<file path="src/rtl/mac_dot_seq_pkg.sv">
// Shared types and constants for the sequenced dot-product MAC:
// FSM states, default widths and the radix-4 Booth digit encoding.
package mac_pkg;

   localparam int MAC_DATA_WIDTH = 16;
   localparam int MAC_OUT_WIDTH  = 32;
   localparam int MAC_LEN_WIDTH  = 8;
   localparam int ITER           = MAC_DATA_WIDTH / 2;

   typedef enum logic [2:0] {
      S_IDLE = 3'd0,
      S_LOAD = 3'd1,
      S_MULT = 3'd2,
      S_ACC  = 3'd3,
      S_DONE = 3'd4
   } state_t;

   typedef enum logic [2:0] {
      DIG_ZERO = 3'b000,
      DIG_POS1 = 3'b001,
      DIG_POS2 = 3'b010,
      DIG_NEG1 = 3'b101,
      DIG_NEG2 = 3'b110
   } digit_t;

   // Radix-4 Booth recoding of {b[2i+1], b[2i], b[2i-1]}
   function automatic digit_t booth_digit(input logic [2:0] trip);
      digit_t d;
      case (trip)
         3'b001, 3'b010: d = DIG_POS1;
         3'b011:         d = DIG_POS2;
         3'b100:         d = DIG_NEG2;
         3'b101, 3'b110: d = DIG_NEG1;
         default:        d = DIG_ZERO;
      endcase
      return d;
   endfunction

endpackage

</file>
<file path="src/rtl/mac_dot_seq_if.sv">
// Job request, operand stream and result bundle for mac_dot_seq.
interface mac_dot_seq_if
   import mac_pkg::*;
#(
   parameter int DATA_WIDTH = MAC_DATA_WIDTH,
   parameter int OUT_WIDTH  = MAC_OUT_WIDTH,
   parameter int LEN_WIDTH  = MAC_LEN_WIDTH
);
   logic                         start;
   logic [LEN_WIDTH-1:0]         len;
   logic                         busy;
   logic                         in_valid;
   logic                         in_ready;
   logic signed [DATA_WIDTH-1:0] a;
   logic signed [DATA_WIDTH-1:0] b;
   logic signed [OUT_WIDTH-1:0]  out;
   logic                         out_valid;
   logic                         ovf;

   modport master (
      output start, len, in_valid, a, b,
      input  busy, in_ready, out, out_valid, ovf
   );

   modport slave (
      input  start, len, in_valid, a, b,
      output busy, in_ready, out, out_valid, ovf
   );
endinterface

</file>
<file path="src/rtl/mac_dot_seq_booth.sv">
// Sequential radix-4 Booth multiplier: the go edge retires digit 0 directly
// from a/b, then one digit per cycle; done pulses once the product is final.
module booth_r4_seq
   import mac_pkg::*;
#(
   parameter int DATA_WIDTH = MAC_DATA_WIDTH
) (
   input  logic                           clk,
   input  logic                           rst,
   input  logic                           go,
   input  logic signed [DATA_WIDTH-1:0]   a,
   input  logic signed [DATA_WIDTH-1:0]   b,
   output logic                           done,
   output logic signed [2*DATA_WIDTH-1:0] product
);
   localparam int STEPS = DATA_WIDTH / 2;
   localparam int PW    = 2 * DATA_WIDTH;
   localparam int CW    = $clog2(STEPS + 1);

   logic signed [DATA_WIDTH-1:0] mcand_r, mc_s;
   logic signed [DATA_WIDTH:0]   mplier_r, mp_s;
   logic signed [DATA_WIDTH+1:0] pp_s;
   logic signed [PW-1:0]         prod_r, base_s, pp_ext_s, sum_s;
   logic [CW-1:0]                cnt_r, idx_s;
   logic                         running_r, done_r;

   function automatic logic signed [DATA_WIDTH+1:0] booth_pp(
      input digit_t d, input logic signed [DATA_WIDTH-1:0] m);
      logic signed [DATA_WIDTH+1:0] m1, r;
      m1 = {{2{m[DATA_WIDTH-1]}}, m};
      case (d)
         DIG_POS1: r = m1;
         DIG_NEG1: r = -m1;
         DIG_POS2: r = m1 <<< 1;
         DIG_NEG2: r = -(m1 <<< 1);
         default:  r = '0;
      endcase
      return r;
   endfunction

   // Select this cycle's digit and partial-product sum
   always_comb begin
      mc_s     = go ? a : mcand_r;
      mp_s     = go ? {b, 1'b0} : mplier_r;
      base_s   = go ? '0 : prod_r;
      idx_s    = go ? '0 : cnt_r;
      pp_s     = booth_pp(booth_digit(mp_s[2:0]), mc_s);
      pp_ext_s = PW'(pp_s);
      sum_s    = base_s + (pp_ext_s <<< {idx_s, 1'b0});
   end

   // Digit iteration, product register and done pulse
   always_ff @(posedge clk or posedge rst) begin
      if (rst) begin
         mcand_r   <= '0;
         mplier_r  <= '0;
         prod_r    <= '0;
         cnt_r     <= '0;
         running_r <= 1'b0;
         done_r    <= 1'b0;
      end else begin
         done_r <= 1'b0;
         if (go) begin
            mcand_r   <= a;
            mplier_r  <= mp_s >>> 2;
            prod_r    <= sum_s;
            cnt_r     <= CW'(1);
            running_r <= (STEPS > 1);
            done_r    <= (STEPS == 1);
         end else if (running_r) begin
            mplier_r <= mp_s >>> 2;
            prod_r   <= sum_s;
            cnt_r    <= cnt_r + CW'(1);
            if (cnt_r == CW'(STEPS - 1)) begin
               running_r <= 1'b0;
               done_r    <= 1'b1;
            end
         end
      end
   end

   assign done    = done_r;
   assign product = prod_r;
endmodule

</file>
<file path="src/rtl/mac_dot_seq.sv">
// Dot-product sequencer: accepts a job, pulls len operand pairs, accumulates
// Booth products with sticky signed-overflow detection and strobes the result.
module mac_dot_seq
   import mac_pkg::*;
#(
   parameter int DATA_WIDTH = MAC_DATA_WIDTH,
   parameter int OUT_WIDTH  = MAC_OUT_WIDTH,
   parameter int LEN_WIDTH  = MAC_LEN_WIDTH
) (
   input logic          clk,
   input logic          rst,
   mac_dot_seq_if.slave bus
);
   state_t                         state_r;
   logic [LEN_WIDTH-1:0]           remaining_r;
   logic signed [OUT_WIDTH-1:0]    acc_r, out_r, prod_ext_s, sum_s;
   logic                           ovf_acc_r, ovf_r, out_valid_r, busy_r;
   logic                           ov_s, go_s, core_done_s;
   logic signed [2*DATA_WIDTH-1:0] product_s;

   assign go_s = bus.in_valid && (state_r == S_LOAD);

   booth_r4_seq #(.DATA_WIDTH(DATA_WIDTH)) u_booth (
      .clk     (clk),
      .rst     (rst),
      .go      (go_s),
      .a       (bus.a),
      .b       (bus.b),
      .done    (core_done_s),
      .product (product_s)
   );

   // Wrapping accumulate and two's-complement overflow detect
   always_comb begin
      prod_ext_s = OUT_WIDTH'(product_s);
      sum_s      = acc_r + prod_ext_s;
      ov_s       = (acc_r[OUT_WIDTH-1] == prod_ext_s[OUT_WIDTH-1]) &&
                   (sum_s[OUT_WIDTH-1] != acc_r[OUT_WIDTH-1]);
   end

   // Job sequencing FSM; result and flag are loaded on entry to DONE so they
   // line up with the out_valid strobe
   always_ff @(posedge clk or posedge rst) begin
      if (rst) begin
         state_r     <= S_IDLE;
         remaining_r <= '0;
         acc_r       <= '0;
         ovf_acc_r   <= 1'b0;
         out_r       <= '0;
         ovf_r       <= 1'b0;
         out_valid_r <= 1'b0;
         busy_r      <= 1'b0;
      end else begin
         out_valid_r <= 1'b0;
         case (state_r)
            S_IDLE: begin
               if (bus.start) begin
                  remaining_r <= bus.len;
                  acc_r       <= '0;
                  ovf_acc_r   <= 1'b0;
                  busy_r      <= 1'b1;
                  if (bus.len != '0) begin
                     state_r <= S_LOAD;
                  end else begin
                     state_r     <= S_DONE;
                     out_r       <= '0;
                     ovf_r       <= 1'b0;
                     out_valid_r <= 1'b1;
                  end
               end
            end
            S_LOAD: begin
               if (bus.in_valid) state_r <= S_MULT;
            end
            S_MULT: begin
               if (core_done_s) state_r <= S_ACC;
            end
            S_ACC: begin
               acc_r       <= sum_s;
               ovf_acc_r   <= ovf_acc_r | ov_s;
               remaining_r <= remaining_r - LEN_WIDTH'(1);
               if (remaining_r == LEN_WIDTH'(1)) begin
                  state_r     <= S_DONE;
                  out_r       <= sum_s;
                  ovf_r       <= ovf_acc_r | ov_s;
                  out_valid_r <= 1'b1;
               end else begin
                  state_r <= S_LOAD;
               end
            end
            S_DONE: begin
               state_r <= S_IDLE;
               busy_r  <= 1'b0;
            end
            default: state_r <= S_IDLE;
         endcase
      end
   end

   assign bus.in_ready  = (state_r == S_LOAD);
   assign bus.busy      = busy_r;
   assign bus.out       = out_r;
   assign bus.out_valid = out_valid_r;
   assign bus.ovf       = ovf_r;
endmodule

</file>
<file path="src/flat_wrapper.sv">
// flat-port wrapper written by rule: the top's interface ports become plain ports
module mac_dot_seq_flat import mac_pkg::*;
#(
   parameter int DATA_WIDTH = MAC_DATA_WIDTH,
   parameter int OUT_WIDTH  = MAC_OUT_WIDTH,
   parameter int LEN_WIDTH  = MAC_LEN_WIDTH
)
  (clk, rst, bus_start, bus_len, bus_in_valid, bus_a, bus_b, bus_busy, bus_in_ready, bus_out, bus_out_valid, bus_ovf);
  mac_dot_seq_if #(.DATA_WIDTH(DATA_WIDTH), .OUT_WIDTH(OUT_WIDTH), .LEN_WIDTH(LEN_WIDTH)) bus_i ();
  input logic clk;
  input logic rst;
  input wire logic [$bits(bus_i.start)-1:0] bus_start;
  input wire logic [$bits(bus_i.len)-1:0] bus_len;
  input wire logic [$bits(bus_i.in_valid)-1:0] bus_in_valid;
  input wire logic [$bits(bus_i.a)-1:0] bus_a;
  input wire logic [$bits(bus_i.b)-1:0] bus_b;
  output wire logic [$bits(bus_i.busy)-1:0] bus_busy;
  output wire logic [$bits(bus_i.in_ready)-1:0] bus_in_ready;
  output wire logic [$bits(bus_i.out)-1:0] bus_out;
  output wire logic [$bits(bus_i.out_valid)-1:0] bus_out_valid;
  output wire logic [$bits(bus_i.ovf)-1:0] bus_ovf;
  assign bus_i.start = bus_start;
  assign bus_i.len = bus_len;
  assign bus_i.in_valid = bus_in_valid;
  assign bus_i.a = bus_a;
  assign bus_i.b = bus_b;
  assign bus_busy = bus_i.busy;
  assign bus_in_ready = bus_i.in_ready;
  assign bus_out = bus_i.out;
  assign bus_out_valid = bus_i.out_valid;
  assign bus_ovf = bus_i.ovf;
  mac_dot_seq #(.DATA_WIDTH(DATA_WIDTH), .OUT_WIDTH(OUT_WIDTH), .LEN_WIDTH(LEN_WIDTH)) u_core (.clk(clk), .rst(rst), .bus(bus_i));
endmodule
</file>
<file path="config.mk">
export PLATFORM = sky130hd
export DESIGN_NAME = mac_dot_seq_flat
export DESIGN_NICKNAME = d
export VERILOG_FILES = /design/src/rtl/mac_dot_seq_pkg.sv /design/src/rtl/mac_dot_seq_if.sv /design/src/rtl/mac_dot_seq_booth.sv /design/src/rtl/mac_dot_seq.sv /design/src/flat_wrapper.sv
export SDC_FILE = /design/constraint.sdc
export NUM_CORES = 1
export LEC_CHECK = 0
export CORE_UTILIZATION = 25
export CTS_BUF_LIST = sky130_fd_sc_hd__clkbuf_4 sky130_fd_sc_hd__clkbuf_8
export CTS_CLUSTER_SIZE = 24
export DETAILED_ROUTE_END_ITERATION = 8
export RECOVER_POWER = 100
export SLEW_MARGIN = 20
export SYNTH_ARGS = -nofsm -noshare
export SYNTH_HDL_FRONTEND = slang
export SYNTH_SLANG_ARGS = --single-unit
</file>
<file path="constraint.sdc">
create_clock -name clk -period 7.9 [get_ports clk]
set_input_delay 1.975 -clock clk [delete_from_list [all_inputs] [get_ports clk]]
set_output_delay 1.975 -clock clk [all_outputs]
set_load 0.05 [all_outputs]
</file>
Word level (Yosys, flattened, before mapping)
Cells that the tools add are included.
Widths: inputs -> output; s select.
- shifts and indexed selects: 1
- bitwise gates (word level): 1
- multiplexer cells: 44
- eq/ne operators: 23
- reductions and logical operators: 13
- add/sub/neg operators: 6
- operators with widths (operator ; number):
    $mux 32 ; 7
    $pmux 32 s2 ; 2
    $pmux 18 s4 ; 1
    $add 32x32->32 ; 2
    $mux 17 ; 3
    $sshl 18x5->32 ; 1
    $pmux 3 s4 ; 2
    $eq 3x3->1 const B ; 6
    $neg 16->18 ; 1
    $neg 17->18 ; 1
    $mux 16 ; 1
    $pmux 8 s2 ; 1
    $eq 3x2->1 const B ; 5
    $mux 3 ; 5
    $mux 1 ; 14
    $mux 4 ; 3
    $eq 3x1->1 const B ; 3
    $eq 8x1->1 const B ; 1
    $mux 8 ; 1
    $ne 2x2->1 const B ; 4
    $pmux 1 s2 ; 4
    $reduce_bool 8->1 ; 1
    $sub 8x1->8 const B ; 1
    $reduce_bool 2->1 ; 3
    12 further kinds ; 15
- word-level logic and storage cells: 102
- flip-flop bits (word level): 150

Longest topological paths before layout
Gate-level depths: netlist (run 1).
- depth after elaboration: 12
- mapped depth: 29
- depth with buffers taken out: 25

Hierarchy
A second synthesis (run 1) with hierarchy kept.
- cells, all modules: 1346
- area, all modules: 11189.5 um2
- by module, submodules not included (module ; area each (um2) ; instances ; cells each):
    booth_r4_seq ; 6392.4 ; 1 ; 805
    mac_dot_seq ; 4797.1 ; 1 ; 541

Least setup slack after synthesis (run 1)
OpenSTA, ideal clock, no wires.
- kind: input -> register
- from: in bus_in_valid
- to: reg u_core.u_booth.prod_r[29], in the netlist u_core.u_booth.product[29]
- arrival: 7.370 ns
- slack: 0.435 ns
- data required time: 7.805 ns
- cell stages on the path: 28
- cell sequence: nand4bb_1 > buf_2 > buf_2 > buf_1 > clkbuf_1 > nand2_1 > and2_1 > ha_1 > or4b_4 > or4_4 > a211oi_4 > nor2_1 > xnor2_2 > a221oi_1 > a211o_1 > mux2_2 > o21bai_1 > ha_1 > a21o_1 > a21o_1 > a21oi_1 > nor2_1 > a21oi_1 > o21ai_0 > o211ai_1 > a21oi_1 > o21a_1 > o31ai_1
- cells in the longest elaborated chain, start to end: 11
- elaborated cells on any way between the ends: 26
- RTL lines (element ; line ; RTL):
    start, declared ; flat_wrapper.sv:14 ; input wire logic [$bits(bus_i.in_valid)-1:0] bus_in_valid;
    $logic_and 1x1->1 * ; mac_dot_seq.sv:21 ; assign go_s = bus.in_valid && (state_r == S_LOAD);
    branches (longest 10 deep; another with $add 32x32->32) ; -- ;
    end signal, assigned ; mac_dot_seq_booth.sv:66 ; prod_r <= sum_s;
    end signal, assigned ; mac_dot_seq_booth.sv:72 ; prod_r <= sum_s;
    end, declared ; mac_dot_seq_booth.sv:23 ; logic signed [PW-1:0] prod_r, base_s, pp_ext_s, sum_s;
Every way passes the cells marked *. The select of a mux whose other input is x is not followed.
A chain may end at the register's enable or synchronous reset.

Final worst setup path (run 1)
Same ends and word-level chain as after synthesis.

==> results of run 1 <==
## critical path: stages
cell	delay, ns
clkdlybuf4s50_1	0.49
and4bb_2	0.31
nand2_1	0.07
and2_0	0.16
ha_1	0.20
or4b_4	0.48
or4_4	0.54
a21oi_1	0.18
o21ai_0	0.13
a32o_1	0.31
o211ai_1	0.32
mux2i_2	0.15
nor2_1	0.11
a211oi_1	0.06
ha_1	0.34
and3_1	0.18
a221o_1	0.35
a211oi_1	0.28
nor2_1	0.13
a21oi_1	0.20
o21ai_0	0.16
o211ai_1	0.21
a21oi_1	0.11
o21a_1	0.18
o31ai_1	0.22
## cells in the mapped netlist, types with 7 or more instances
master	instances	area share, %
o21a_1	7	0.47
and3_1	10	0.57
or2_2	8	0.45
o21ai_1	8	0.36
a21oi_1	78	3.5
nor4_1	9	0.51
xor2_1	25	2.0
inv_1	32	1.1
clkbuf_1	55	1.9
dfrtp_1	148	33
a211oi_1	29	2.0
or3_1	12	0.68
mux2i_1	38	3.4
o31ai_1	12	0.81
nor3_1	32	1.4
a22o_1	7	0.55
a22oi_1	12	0.81
o21bai_1	11	0.75
o211ai_1	12	0.81
ha_1	68	7.7
nand3_1	24	1.1
nand4_1	12	0.68
nand2b_1	9	0.51
nand2_1	234	7.9
o21ai_0	113	5.1
a21o_1	32	2.2
a31oi_1	10	0.57
and2_1	46	2.6
nor2_1	97	3.3
mux2_2	11	1.1
xnor2_1	40	3.2
## cell usage in the layout (no fill, tap or decap), types with 17 or more instances in the layout
master	netlist	layout
nand2_1	234	234
mux2i_1	38	36
dlygate4sd3_1	0	39
ha_1	68	68
buf_4	0	42
a211oi_1	29	28
a21o_1	32	32
nor2_1	97	94
dfrtp_1	148	148
a21oi_1	78	77
o21ai_0	113	115
inv_1	32	31
clkbuf_8	0	17
clkdlybuf4s50_1	0	40
and2_1	46	43
nor3_1	32	32
nand3_1	24	24
xnor2_1	40	40
xor2_1	25	25
## per-stage QoR
| stage | TNS (ns) | hold WS, ns | instances | area (sq um) |
|---|---|---|---|---|
| after global placement | 0 | 0.4632 | 1993 | 12770 |
| after global routing | 0 | 0.5102 | 2025 | 13160 |
| final | 0 | 0.4759 | 2025 | 13160 |
| after detailed placement | -0.01100 | 0.4676 | 1993 | 12770 |
| after CTS | 0 | 0.4902 | 2025 | 13170 |
| after floorplan | 0 | 0.4428 | 1341 | 11060 |
## registers in the layout, indices dropped and copies added, names as in the netlist, 3 cells and up
signal                   flops
u_core.acc_r                32
u_core.u_booth.product      32
u_core.u_booth.cnt_r         4
u_core.u_booth.mcand_r      16
u_core.bus.out              32
u_core.remaining_r           8
u_core.u_booth.mplier_r     15
u_core.state_r               3
## logic make-up (layout without fill, tap and decap cells)
logic type	after synthesis	after routing	share of synthesized area (%)
XOR/XNOR	66	66	5.292
buffers and inverters	95	194	3.279
AO/OA/AOI/OAI	395	395	23.50
flip-flops	148	148	33.47
multiplexers	51	51	4.863
adder cells (fa/ha/maj)	70	70	8.052
AND/OR/NAND/NOR	516	516	21.54
## per-layer routing
| layer | routed length, um | vias to the layer above | track usage, % |
|---|---|---|---|
| li1 | - | 5004 | - |
| met1 | 14830 | 4793 | 18.93 |
| met2 | 14740 | 217 | 24.16 |
| met3 | 1240 | 43 | 2.999 |
| met4 | 693 | 2 | 4.986 |
| met5 | 12 | - | 0 |
## area by class of cell
| cell class | instances | share of cell area (%) |
|---|---|---|
| repair buffers | 130 | 8.701 |
| clock inverters | 15 | 1.255 |
| multi-input cells | 1098 | 53.63 |
| inverters | 32 | 0.9224 |
| well taps | 585 | 5.563 |
| clock buffers | 17 | 1.778 |
| flip-flops and latches | 148 | 28.15 |
## path summary, 6_finish.rpt
path                                              endpoint  slack, ns  cells past startpoint
worst max-delay path            u_core.u_booth.product[29]       0.45                     25
worst min register to register          u_core.bus.out[30]       0.48                      2
worst max register to register  u_core.u_booth.product[29]       1.79                     24
worst min-delay path                    u_core.bus.out[30]       0.48                      2
max in group asynchronous       u_core.u_booth.product[27]       1.90                      3
min in group asynchronous       u_core.u_booth.mcand_r[15]       3.29                      2
==> results_dict.tcl, run 1 <==
set metrics [dict create \
    synthArstFlopShare_pct 100.0 \
    cp-start-kind "primary input" \
    drc_errors 0 \
    arrival_ns 7.86 \
    crit_start "bus_in_valid" \
    status "finished, violations left" \
    wl_mm 31.52 \
    cts_tree "done" \
    skew_ns 0.02182 \
    violations "max-capacitance violations, max-slew violations" \
    finalHoldViolations 0 \
    cts_resized 0 \
    grt_first_pass_wirelength_mm 52.38 \
    reg2reg_from "u_core.state_r[2]" \
    ctsHoldBuffers 0 \
    globalplace.congestion 0.9266 \
    cap_violations 3 \
    synth_cells 1341 \
    utilization_pct 30.34 \
    num-nets-final 1541 \
    synth_fp_nets 1455 \
    drive_gt1_share_pct 8.333 \
    rows 76 \
    via_count 10060 \
    cp.required_ns 8.31 \
    min_period_ns 7.453 \
    grt_antenna_before_repair 1 \
    wl_per_cell_um 15.56 \
    crit_path_end_kind "flop" \
    regArea_sq_um 3704 \
    worstMarginPinSlew_ns 4.586 \
    ant_nets 0 \
    clock-sinks 148 \
    gr-usage-all-layers_pct 14.65 \
    seq_area_frac_synth_pct 33.47 \
    synth_edf_count 0 \
    antenna_cells 0 \
    ys.flop_type "dfrtp_1" \
    drv_slew 193 \
    die_x_um 212.4 \
    clkTransAtPathRegs_ns 0.09 \
    syn_area_per_cell_sq_um 8.251 \
    rsz0062_at_grt "no" \
    fmax_mhz 134.2 \
    path_max_fanout 5 \
    syn_area_sq_um 11060 \
    ys_warn_count 0 \
    worstSetupPathType "primary input to flop" \
    io_pins 80 \
    initial_utilization_pct 25.52 \
    synth.distinct_cells 80 \
    die_area_sq_um 45100 \
    setup_violations 0 \
    dp_hpwl_mm 23.87 \
    first_pass_iters 5 \
    die_height_um 212.4 \
    hp-class "flop to flop" \
    hold_start "u_core.bus.out[30]" \
    cts_setup_buffers 0 \
    core_area_sq_um 43360 \
    grt-ovfl-total 0 \
    via_per_inst 4.967 \
    grt_max_degree 100 \
    grt_pass1_vias 9978 \
    slew_headroom_pct -207.4 \
    clock_path_buffers 2 \
    cts_buffers 17 \
    io_buffers 79 \
    post-place-ws_ns -0.01100 \
    clk_latency_ns 0.52 \
    final.setup.worst_slack_ns 0.4472 \
    multi_input_area_sq_um 7057 \
    synth-seq-cells 148 \
    htreeDepth 4 \
    period_share_pct 94.34 \
    area_growth_pct 18.92 \
    cts-root-buf "clkbuf_8" \
    fillCellCount 4702 \
    drtIter0Drc 724 \
]
Power of run 1 is not shown: default switching activity piles up to over one toggle a cycle in this logic, so the estimate is an artifact.
==> run 2: changes to the inputs <==
--- a/config.mk
+++ b/config.mk
@@ -5,6 +5,8 @@
 export SDC_FILE = /design/constraint.sdc
 export NUM_CORES = 1
 export LEC_CHECK = 0
+export ABC_CLOCK_PERIOD_IN_PS = 7900
+export CAP_MARGIN = 20
 export CORE_UTILIZATION = 25
 export CTS_BUF_LIST = sky130_fd_sc_hd__clkbuf_4 sky130_fd_sc_hd__clkbuf_8
 export CTS_CLUSTER_SIZE = 24
==> results of run 2 <==
Final layout, timing and power as in run 1 (identical DEF).
Power of run 2 is left out for the same reason.
==> run 3: changes to the inputs <==
--- a/config.mk
+++ b/config.mk
@@ -11,6 +11,7 @@
 export CTS_BUF_LIST = sky130_fd_sc_hd__clkbuf_4 sky130_fd_sc_hd__clkbuf_8
 export CTS_CLUSTER_SIZE = 24
 export DETAILED_ROUTE_END_ITERATION = 8
+export PLACE_DENSITY = 0.4
 export RECOVER_POWER = 100
 export SLEW_MARGIN = 20
 export SYNTH_ARGS = -nofsm -noshare
==> run 3 against run 2 <==
  * The flow still finishes with violations (max-capacitance violations, max-slew violations)
  * Cell count increased by 2.4%
  * Sequential cell count stayed put
  * Worst hold slack better by 0.00057 ns
  * Worst setup slack got worse by 0.046 ns
  * Sequential share of layout area shrank 0.67 points
==> results_dict.tcl, run 3 (synthesized netlist as in run 1, its figures left out) <==
set metrics [dict create \
    gr-usage-met1_pct 21.32 \
    io_pins 80 \
    final_common_cell "nand2_1" \
    slew_headroom_pct -196.3 \
    num-nets-final 1588 \
    io_buffers 79 \
    clk_latency_ns 0.52 \
    placed_area_sq_um 13130 \
    post-place-ws_ns -0.1681 \
    drtIter0Drc 637 \
    slowest_delay_ns 0.49 \
    clock_path_buffers 2 \
    wl_per_cell_um 16.60 \
    core_area_sq_um 43360 \
    rows 76 \
    globalplace.congestion 0.8334 \
    slowest_stage "clkdlybuf4s50_1" \
    cts-root-buf "clkbuf_8" \
    status "finished, violations left" \
    setup_violations 0 \
    grt_pass1_vias 10040 \
    final_cell_mix "nand2_1, dfrtp_1, o21ai_0" \
    hp-class "flop to flop" \
    fin_cells 2073 \
    via_count 10060 \
    cts_setup_buffers 0 \
    arrival_ns 7.88 \
    clkTransAtPathRegs_ns 0.09 \
    grt_antenna_before_repair 1 \
    via_per_inst 4.854 \
    grt_first_pass_wirelength_mm 55.75 \
    fillCellCount 4675 \
    rsz0062_at_grt "no" \
    dp.cells 2039 \
    clock-sinks 148 \
    die_area_sq_um 45100 \
    drv_slew 244 \
    grt.met3_usage_pct 2.925 \
    skew_ns 0.01184 \
    min_period_ns 7.498 \
    dp_hpwl_mm 26.14 \
    cts_resized 0 \
    violations "max-capacitance violations, max-slew violations" \
    cap_violations 4 \
    cts_tree "done" \
    period_share_pct 94.92 \
    wl_mm 34.42 \
    initial_utilization_pct 25.52 \
    fin_tns_setup_ns 0 \
    cp-start-kind "primary input" \
    final.setup.worst_slack_ns 0.4016 \
    cts_buffers 17 \
    die_x_um 212.4 \
    busiest_layer "met2" \
    finalHoldViolations 0 \
    drive_gt1_share_pct 10.89 \
    crit_path_end_kind "flop" \
    area_growth_pct 21.84 \
    stdcell_area_sq_um 13480 \
    drc_errors 0 \
    use_met2_pct 26.47 \
    first_pass_iters 7 \
    path_max_fanout 5 \
    gr-usage-all-layers_pct 15.94 \
    ctsHoldBuffers 0 \
    grt-ovfl-total 0 \
    die_height_um 212.4 \
    worstSetupPathType "primary input to flop" \
    fmax_mhz 133.4 \
    htreeDepth 4 \
    worstMarginPinSlew_ns 4.420 \
    ant_nets 0 \
    cp.required_ns 8.28 \
    grt_max_degree 93 \
]
run 3: changes by cell type in the layout (fill, tap and decap cells not counted), sizes merged:
cell      before  now
diode          0    1
inv           39   36
clkbuf        26   27
clkinvlp       2    5
buf           42   89
clkinv         5    4
run 3: worst paths after layout:
path                                    startpoint                         end  slack, ns  cells past startpoint
min in group asynchronous                      rst  u_core.u_booth.mcand_r[15]       3.26                      2
worst min-delay path            u_core.bus.out[10]          u_core.bus.out[10]       0.48                      2
worst min register to register  u_core.bus.out[10]          u_core.bus.out[10]       0.48                      2
worst max-delay path                  bus_in_valid  u_core.u_booth.product[21]       0.40                     28
worst max register to register   u_core.state_r[2]  u_core.u_booth.product[21]       1.74                     27
max in group asynchronous                      rst            u_core.acc_r[11]       1.72                      3
run 3: layer usage:
layer / part of all wire, % / vias up
li1: - / 5103
met1: 49 / 4764
met2: 46 / 180
met3: 3.4 / 16
met4: 1.0 / 0
met5: 0 / -
run 3: final cells by class:
type                    instances  area, sq um  share of cell area (%)
multi-input cells            1098         7038                   52.21
flip-flops and latches        148         3704                   27.47
repair buffers                177         1498                   11.11
well taps                     585        732.0                   5.430
clock buffers                  18        241.5                   1.791
clock inverters                14        143.9                   1.067
inverters                      32        121.4                  0.9003
diodes                          1        2.502                 0.01856
run 3: stage by stage:
stage / hold slack (ns) / util [%]
floorplan: 0.4428 / -
global placement: 0.4627 / 30.27
detailed placement: 0.4697 / 30.27
CTS: 0.4912 / 31.16
global route: 0.5116 / 31.09
finish: 0.4765 / 31.09
run 3: worst max-delay path: cells and delay by family:
kind                       cells  cell delay [ns]
xor gates and xnor gates       2             0.25
adders and majority gates      2             0.44
muxes                          2             0.52
and+or+nand+nor                7             1.37
AOI/OAI and AO/OA             11             2.37
buffers and inverters          4             0.97
Power of run 3 is left out for the same reason.
